`config.mk`:
```
export PLATFORM = sky130hd
export DESIGN_NAME = header_checker_mc
export DESIGN_NICKNAME = d
export VERILOG_FILES = /design/src/rtl/header_checker_mc.sv
export SDC_FILE = /design/constraint.sdc
export NUM_CORES = 1
export LEC_CHECK = 0
export ABC_AREA = 1
export CAP_MARGIN = 20
export CORE_MARGIN = 2
export CORE_UTILIZATION = 40
export CTS_BUF_LIST = sky130_fd_sc_hd__clkbuf_4 sky130_fd_sc_hd__clkbuf_8
export CTS_CLUSTER_DIAMETER = 50
export DETAILED_ROUTE_END_ITERATION = 6
export PLACE_DENSITY = 0.62
export SLEW_MARGIN = 0
export SYNTH_ARGS = -nofsm -noshare
export SYNTH_HDL_FRONTEND = slang
export SYNTH_HIERARCHICAL = 1
export SYNTH_SLANG_ARGS = --single-unit
```
`constraint.sdc`:
```
create_clock -name clk -period 5.3 [get_ports clk]
set_clock_uncertainty 0.05 [all_clocks]
set_input_delay 1.325 -clock clk [delete_from_list [all_inputs] [get_ports clk]]
set_output_delay 1.325 -clock clk [all_outputs]
set_load 0.01 [all_outputs]
```
`src/rtl/header_checker_mc.sv`:
```
// header_checker_mc
//   Multi-channel package header checker placed after the per-channel ADC
//   package decoders. Each channel compares the received event number and
//   spill number of every package against its expected values, counts
//   packages and erroneous packages, and keeps a sticky error flag. The first
//   failing package of the spill (lowest channel index on ties) is captured
//   for slow-control readout. live_rising clears all per-spill state.
//
// Ports
//   clk, rst          : clock, synchronous active-high reset
//   live_rising       : spill start pulse
//   exp_spillno       : expected spill number (shared by all channels)
//   get_package[c]    : package-valid strobe for channel c
//   pkg_evtno/spillno : flat per-channel header fields
//   evtno_err/spillno_err : result of the last package per channel
//   err_sticky        : any error on the channel this spill
//   in_counter        : packages per channel this spill (wrapping)
//   err_count         : erroneous packages per channel (saturating)
//   first_err_*       : capture of the first failing package of the spill

// One channel of the checker. e_now/s_now are this cycle's raw comparison
// results (gated by get) so the top can run the first-error priority encoder
// without an extra register stage.
module header_checker_lane #(
  parameter int EVTNO_W     = 16,
  parameter int SPILLNO_W   = 10,
  parameter int CNT_W       = 16,
  parameter int ERRCNT_W    = 8,
  parameter int EVTNO_START = 1,
  parameter int RESYNC      = 0
) (
  input  logic                 clk,
  input  logic                 rst,
  input  logic                 clr,
  input  logic                 get,
  input  logic [EVTNO_W-1:0]   pkg_evtno,
  input  logic [SPILLNO_W-1:0] pkg_spillno,
  input  logic [SPILLNO_W-1:0] exp_spillno,
  output logic                 evtno_err,
  output logic                 spillno_err,
  output logic                 err_sticky,
  output logic [CNT_W-1:0]     in_counter,
  output logic [ERRCNT_W-1:0]  err_count,
  output logic                 e_now,
  output logic                 s_now
);
  localparam logic [EVTNO_W-1:0] START = EVTNO_W'(EVTNO_START);

  logic [EVTNO_W-1:0]  exp_q, exp_cur;
  logic [CNT_W-1:0]    cnt_b;
  logic [ERRCNT_W-1:0] errc_b;
  logic                st_b, ee_b, se_b;

  // A spill start in the same cycle as a package makes that package the
  // first of the new spill: the "base" values below are the already-cleared
  // state, and the package is applied on top of them.
  always_comb begin
    exp_cur = clr ? START : exp_q;
    e_now   = get && (pkg_evtno != exp_cur);
    s_now   = get && (pkg_spillno != exp_spillno);
    cnt_b   = clr ? '0 : in_counter;
    errc_b  = clr ? '0 : err_count;
    st_b    = clr ? 1'b0 : err_sticky;
    ee_b    = clr ? 1'b0 : evtno_err;
    se_b    = clr ? 1'b0 : spillno_err;
  end

  always_ff @(posedge clk) begin
    if (rst) begin
      evtno_err   <= 1'b0;
      spillno_err <= 1'b0;
      err_sticky  <= 1'b0;
      in_counter  <= '0;
      err_count   <= '0;
      exp_q       <= START;
    end else if (get) begin
      evtno_err   <= e_now;
      spillno_err <= s_now;
      err_sticky  <= st_b | e_now | s_now;
      in_counter  <= cnt_b + CNT_W'(1);
      err_count   <= ((e_now | s_now) && (errc_b != '1)) ? errc_b + ERRCNT_W'(1) : errc_b;
      exp_q       <= (RESYNC != 0 && e_now) ? pkg_evtno + EVTNO_W'(1)
                                            : exp_cur + EVTNO_W'(1);
    end else begin
      evtno_err   <= ee_b;
      spillno_err <= se_b;
      err_sticky  <= st_b;
      in_counter  <= cnt_b;
      err_count   <= errc_b;
      exp_q       <= exp_cur;
    end
  end
endmodule

module header_checker_mc #(
  parameter int N_CH        = 4,
  parameter int EVTNO_W     = 16,
  parameter int SPILLNO_W   = 10,
  parameter int CNT_W       = 16,
  parameter int ERRCNT_W    = 8,
  parameter int EVTNO_START = 1,
  parameter int RESYNC      = 0,
  localparam int CH_W       = (N_CH > 1) ? $clog2(N_CH) : 1
) (
  input  logic                      clk,
  input  logic                      rst,
  input  logic                      live_rising,
  input  logic [SPILLNO_W-1:0]      exp_spillno,
  input  logic [N_CH-1:0]           get_package,
  input  logic [N_CH*EVTNO_W-1:0]   pkg_evtno,
  input  logic [N_CH*SPILLNO_W-1:0] pkg_spillno,
  output logic [N_CH-1:0]           evtno_err,
  output logic [N_CH-1:0]           spillno_err,
  output logic [N_CH-1:0]           err_sticky,
  output logic [N_CH*CNT_W-1:0]     in_counter,
  output logic [N_CH*ERRCNT_W-1:0]  err_count,
  output logic                      first_err_valid,
  output logic [CH_W-1:0]           first_err_ch,
  output logic [EVTNO_W-1:0]        first_err_evtno,
  output logic [1:0]                first_err_type
);
  logic [N_CH-1:0] e_now, s_now;

  for (genvar c = 0; c < N_CH; c++) begin : g_lane
    header_checker_lane #(
      .EVTNO_W(EVTNO_W), .SPILLNO_W(SPILLNO_W), .CNT_W(CNT_W),
      .ERRCNT_W(ERRCNT_W), .EVTNO_START(EVTNO_START), .RESYNC(RESYNC)
    ) u_lane (
      .clk         (clk),
      .rst         (rst),
      .clr         (live_rising),
      .get         (get_package[c]),
      .pkg_evtno   (pkg_evtno[c*EVTNO_W +: EVTNO_W]),
      .pkg_spillno (pkg_spillno[c*SPILLNO_W +: SPILLNO_W]),
      .exp_spillno (exp_spillno),
      .evtno_err   (evtno_err[c]),
      .spillno_err (spillno_err[c]),
      .err_sticky  (err_sticky[c]),
      .in_counter  (in_counter[c*CNT_W +: CNT_W]),
      .err_count   (err_count[c*ERRCNT_W +: ERRCNT_W]),
      .e_now       (e_now[c]),
      .s_now       (s_now[c])
    );
  end

  // Lowest-index erring channel this cycle. Outputs stay zero when no
  // channel errs, which lets the capture register load them unconditionally
  // while it is still open.
  logic               hit;
  logic [CH_W-1:0]    win_ch;
  logic [EVTNO_W-1:0] win_ev;
  logic [1:0]         win_ty;

  always_comb begin
    hit    = 1'b0;
    win_ch = '0;
    win_ev = '0;
    win_ty = '0;
    for (int c = 0; c < N_CH; c++) begin
      if (!hit && (e_now[c] || s_now[c])) begin
        hit    = 1'b1;
        win_ch = CH_W'(c);
        win_ev = pkg_evtno[c*EVTNO_W +: EVTNO_W];
        win_ty = {s_now[c], e_now[c]};
      end
    end
  end

  // Capture stays open until the first error; a spill start reopens it and
  // takes this cycle's packages as the first of the new spill.
  always_ff @(posedge clk) begin
    if (rst) begin
      first_err_valid <= 1'b0;
      first_err_ch    <= '0;
      first_err_evtno <= '0;
      first_err_type  <= '0;
    end else if (live_rising || !first_err_valid) begin
      first_err_valid <= hit;
      first_err_ch    <= win_ch;
      first_err_evtno <= win_ev;
      first_err_type  <= win_ty;
    end
  end
endmodule

```
Word-level counts from Yosys, hierarchy flattened. Cells that the tools add are included.

Input port bits: 121. Latch bits: 0. Bits in read-only memories: 0. RAM bits: 0. Word-level logic and storage cells: 152. Bits in registers: 193. Output and inout bits: 129. Memories kept: 0.

$mul: 0. Reductions and logical operators: 28. Bitwise operators: 12. Add/subtract/negate cells: 12. $lt $le $gt $ge: 0. Equal/unequal tests: 12. Shift operators: 0. Muxes and demuxes: 60. Div/mod/pow operators: 0.

Operator list (count): $mux W16 (20); $add A16 B1 Y16 const B (8); $mux W8 (12); $ne A16 B16 Y1 (4); $ne A10 B10 Y1 (4); $add A8 B1 Y8 const B (4); $ne A8 B8 Y1 const B (4); $mux W1 (22); $logic_and A1 B1 Y1 (15); $mux W2 (6); $or A1 B1 Y1 (12); $reduce_bool A2 Y1 (4); $logic_or A1 B1 Y1 (5); $logic_not A1 Y1 (4).

Depth between registers and ports, before layout.
Depth in word-level cells: 14. Gate-level depth with buffers: 20. Gate-level depth less buffers: 19.

By module. Netlist, hierarchy kept.

Modules (own cells, without submodules): header_checker_lane (seq. area each 860.8 µm², area each 2796.4 µm², instances 4, cells an instance 455); header_checker_mc (seq. area each 420.4 µm², area each 1586.5 µm², instances 1, cells an instance 266).

Worst setup path after synthesis. Ideal clock, no wire load.

Kind: input port to flip-flop. Start point: in live_rising. End point: reg first_err_evtno[15]. Data required time: 5.141 ns. Setup slack: 2.228 ns. Arrival time: 2.913 ns. Path buffers: 3. Setup time: 0.109 ns. Stages: 18. Path through: inv_4 > buf_6 > nand2_1 > nand2_1 > nand2_1 > nor2_1 > nand2_1 > nor2_2 > nand2_1 > nand2_1 > inv_1 > or2_1 > buf_2 > buf_4 > nand3_1 > nand3_1 > nand2_1 > inv_1.

Elaborated cells on any way between the ends: 30. Classes of those cells: 4 x eq/ne; 11 x mux; 15 x reduce/logical.

RTL lines: from (decl) (RTL line 107) `input logic live_rising,`; $mux W16 (RTL line 58) `exp_cur = clr ? START : exp_q;`; $ne A16 B16 Y1 (RTL line 59) `e_now = get && (pkg_evtno != exp_cur);`; $logic_and A1 B1 Y1 (RTL line 59); named net e_now[3] (RTL line 122) `logic [N_CH-1:0] e_now, s_now;`; $logic_or A1 B1 Y1 (RTL line 160) `if (!hit && (e_now[c] || s_now[c])) begin`; $logic_and A1 B1 Y1 (RTL line 160); $mux W16 (RTL line 160); to (signal assigned) (RTL line 180) `first_err_evtno <= win_ev;`; to (decl) (RTL line 119) `output logic [EVTNO_W-1:0] first_err_evtno,`.

The timed path passes the listed nets, and every way through them passes these cells. A chain may end at the register's enable or synchronous reset.

Worst setup path in the final report.
Start point: in live_rising. End point: reg first_err_evtno[3].

Same word-level chain as after synthesis.

==> run summary <==
At the pin with the least slew margin, the transition time is 0.8129 ns. The run gives 50.18% as the core occupancy in the finished layout. Die width: 182.7 um. For the max-slew violation total from the final report, the log shows 0. The worst setup path is captured at a flop. Summing the sequential cell areas from Yosys gives 30.25% of the chip area. In this run the critical register-to-register path is captured at first_err_evtno[3].

The critical path is of the in -> reg type. The leakage power figure is 6.541 nW, and the starting density of the core is 40.58%. In this run switching power makes up 27.68% of total power. The share of total power dissipated in sequential elements is 49.0%. The H-tree generated during clock tree synthesis spans 4 levels. For this run, the post-layout net count is 2427. The average size of a mapped cell was 6.123 um2; the number of cell rows was 65. TritonCTS built the clock tree.

IR analysis of the VDD net gives a maximum drop of 0.0001522 V. The run gives 0 as the initial antenna violation count. The clock slew seen by the registers of the worst setup and hold paths came out at 0.09 ns.

After detailed routing, the average wire length per cell comes to 14.61 um. The number of hold buffers added after CTS was 0. The layout has 3235 filler cells. The number of global-route vias before repair was 12588. For the internal cell power, the log shows 2.218 mW. After global routing the overflow that remains totals 0.

The last weighted congestion value of the routability-driven placer is 0.9148, and the post-detailed-route count of antenna-violating nets is 0. The critical path starts at live_rising. The total setup buffers inserted after CTS came out at 0. Clock tree synthesis found a total of 193 sinks. Post-CTS repair changed the size of 0 cells. The ratio of routed vias to standard cells is 5.074.

Setup repair after global routing left no endpoint under its margin. Hold violation count in the final report: 0. Leaving out fill and tap cells, the most frequent cell in the layout is sky130_fd_sc_hd__nand2_1. Insertion delay to the later sink of the worst-skew pair: 0.49 ns. After synthesis the netlist holds a flip-flop and latch count of 193. The floorplan step defined a die boundary enclosing 33380 um2.

The routed layout has 13730 vias. The run gives 0 as the antenna diode count. For the finished layout, the period the worst path requires is 3.860 ns. For this run, the leading register cell type out of synthesis is sky130_fd_sc_hd__dfxtp_1.

The share of total power dissipated in combinational logic is 16.6%. The register-to-register setup slack was 2.70 ns; the net switching component of the power was 0.8488 mW. Setup violations remaining at the end of the flow were counted as 0. The worst hold path belongs to the class reg -> reg. Dividing the final minimum period by the clock period gives 72.84%.

The worst pin sits at a relative slew slack of 45.81%. Synthesis produced a netlist whose cell count is 2086. The pin count of the biggest net entering global routing is 54, and the fraction of power consumed by the clock network is 34.4%.

The tools report the number of buffers created by CTS as 17. For the maximum clock rate, the log shows 0.2590 GHz. The CTS root buffer is sky130_fd_sc_hd__clkbuf_8. Along the worst path, the maximum fanout reaches 42.

For this design the ratio of total power to cell area is 194.2 nW/um2. In this run the tool buffered the top-level ports with 249 buffer cells. For the worst setup path, the data required time is 5.64 ns.

The arrival time reported for the critical path endpoint was 4.20 ns. The top cell types in the final layout, fill and taps aside, are sky130_fd_sc_hd__nand2_1 (539), sky130_fd_sc_hd__inv_1 (312), sky130_fd_sc_hd__nor2_1 (275). The fraction of layout cells with a size suffix above 1 is 7.248%, and the core region area is 31470 um2.

The iteration count of the initial detailed-routing pass was 6. Across every metal layer, demand over resource in global routing totals 23.37%. Summing every instance area after synthesis gives 12770 um2. Counting cells, the worst reg-to-reg path comes to 16.

The worst hold path passes through 2 cells. The first global-routing pass estimated 62.98 mm of wire. The run finished with clean final reports. The tools report the startpoint type of the worst setup path as an input pin. Synthesis-to-finish area growth: 23.65%.

Total of warnings raised by yosys: 6. The end point of the critical path was first_err_evtno[3]. The number of nets handed over by synthesis was 2219. The number of I/O pins is 250, and the aggregate negative setup slack is 0 ns. The design draws 3.066 mW. In this run, the number of DRC markers left after iteration 0 of detailed routing was 896. The tools report the number of maximum-capacitance violations as 0.

The maximum clock path buffer count was 2. The tools report the worst flop-to-flop path startpoint as g_lane[0].u_lane/exp_q[2]. For this run, design rule violations remaining after detail routing come to 0. The run gives 36 as the number of library cell types mapped by synthesis. Counting flops with an async set or reset pin after synthesis yields a share of 0%.

The number of synthesized flops with an enable pin was 0. The die is 182.7 um tall. Detailed placement finished with a half-perimeter wire length of 29.75 mm. For this block, the routed nets add up to 39.53 mm of wire.
flip-flops by register name, summed over array words and instances, names as in the netlist:
| name | count |
|---|---|
| g_lane.u_lane/exp_q | 64 |
| g_lane.u_lane/in_counter | 64 |
| g_lane.u_lane/err_count | 32 |
| first_err_evtno | 16 |
| g_lane.u_lane/err_sticky | 4 |
| g_lane.u_lane/evtno_err | 4 |
| g_lane.u_lane/spillno_err | 4 |
| first_err_ch | 2 |
| first_err_type | 2 |
| first_err_valid | 1 |
worst min-delay path by stage:
| stage | from | end | slack (ns) |
|---|---|---|---|
| finish | g_lane[3].u_lane/err_sticky | g_lane[3].u_lane/err_sticky | 0.42 |
| detailed placement | g_lane[3].u_lane/err_sticky | g_lane[3].u_lane/err_sticky | 0.41 |
| global route | g_lane[3].u_lane/err_sticky | g_lane[3].u_lane/err_sticky | 0.46 |
| floorplan | g_lane[0].u_lane/exp_q[12] | g_lane[0].u_lane/exp_q[12] | 0.41 |
| CTS | g_lane[3].u_lane/err_sticky | g_lane[3].u_lane/err_sticky | 0.42 |
| global placement | g_lane[3].u_lane/err_sticky | g_lane[3].u_lane/err_sticky | 0.41 |
metrics by stage:
stage	instances	hold WS [ns]	instance area [um2]	worst slack [ns]
finish	2706	0.4199	15790	1.440
global route	2706	0.4551	15790	1.195
CTS	2705	0.4218	15780	1.472
detailed placement	2676	0.4084	15360	0.9093
global placement	2676	0.4058	15360	0.9776
floorplan	2086	0.4058	12770	2.228
layout make-up:
type                            instances  area, um2  share of cell area [%]
Multi-Input combinational cell       1489       7174                   45.43
Sequential cell                       193       3864                   24.47
Timing Repair Buffer                  260       2577                   16.32
Inverter                              333       1260                   7.978
Tap cell                              402      503.0                   3.185
Clock buffer                           24      311.5                   1.973
Clock inverter                          5      102.6                  0.6497
power groups by stage:
| stage | Clock, mW | Combinational (mW) | Sequential (mW) |
|---|---|---|---|
| finish | 1.05 | 0.510 | 1.50 |
| detailed placement | 0 | 0.507 | 1.54 |
| floorplan | 0 | 0.260 | 1.54 |
| global route | 1.14 | 0.562 | 1.51 |
| CTS | 1.09 | 0.509 | 1.50 |
| global placement | 0 | 0.504 | 1.54 |
metal layers:
layer	GRT usage (%)	routed length (um)	vias up
met5	0	0	-
met4	7.194	664	0
met3	4.770	2679	43
met2	39.24	18500	409
met1	30.13	17690	6253
li1	-	-	7025
critical path, cell delays in order:
cell and delay, ns:
sky130_fd_sc_hd__buf_4 0.40, sky130_fd_sc_hd__buf_4 0.42, sky130_fd_sc_hd__inv_4 0.26, sky130_fd_sc_hd__nand2_2 0.20
sky130_fd_sc_hd__inv_2 0.06, sky130_fd_sc_hd__nand2_1 0.05, sky130_fd_sc_hd__nand2_1 0.04, sky130_fd_sc_hd__nor2_1 0.07
sky130_fd_sc_hd__nand2_1 0.06, sky130_fd_sc_hd__nor2_2 0.10, sky130_fd_sc_hd__nand2_1 0.06, sky130_fd_sc_hd__nand2_1 0.08
sky130_fd_sc_hd__inv_1 0.05, sky130_fd_sc_hd__or2_1 0.50, sky130_fd_sc_hd__nand3_1 0.22, sky130_fd_sc_hd__nand3_1 0.09
sky130_fd_sc_hd__nand2_1 0.09, sky130_fd_sc_hd__inv_1 0.03
Yosys cell counts, drive strengths merged (5+ instances only):
library cell / n / area [um2]
a31oi: 8 / 50.05
o21a: 20 / 150.1
nor3: 44 / 280.3
nand3b: 28 / 210.2
xnor2: 8 / 70.07
clkbuf: 17 / 63.81
nand4: 64 / 400.4
or2: 5 / 31.28
buf: 54 / 410.4
dfxtp: 193 / 3864
nor4: 8 / 50.05
inv: 329 / 1245
o21ai: 114 / 570.6
ha: 12 / 150.1
a21oi: 142 / 710.7
xor2: 12 / 105.1
nor2: 315 / 1308
nand2: 572 / 2255
nand3: 129 / 768.2
cell families after synthesis:
logic type / count (synthesis) / share of synthesized area (%)
buffers and inverters: 404 / 13.58
adder cells (fa/ha/maj): 12 / 1.176
flip-flops: 193 / 30.25
XOR/XNOR: 20 / 1.371
AO/OA/AOI/OAI: 288 / 11.87
AND/OR/NAND/NOR: 1169 / 41.75
(Power assumes the default switching activity.)
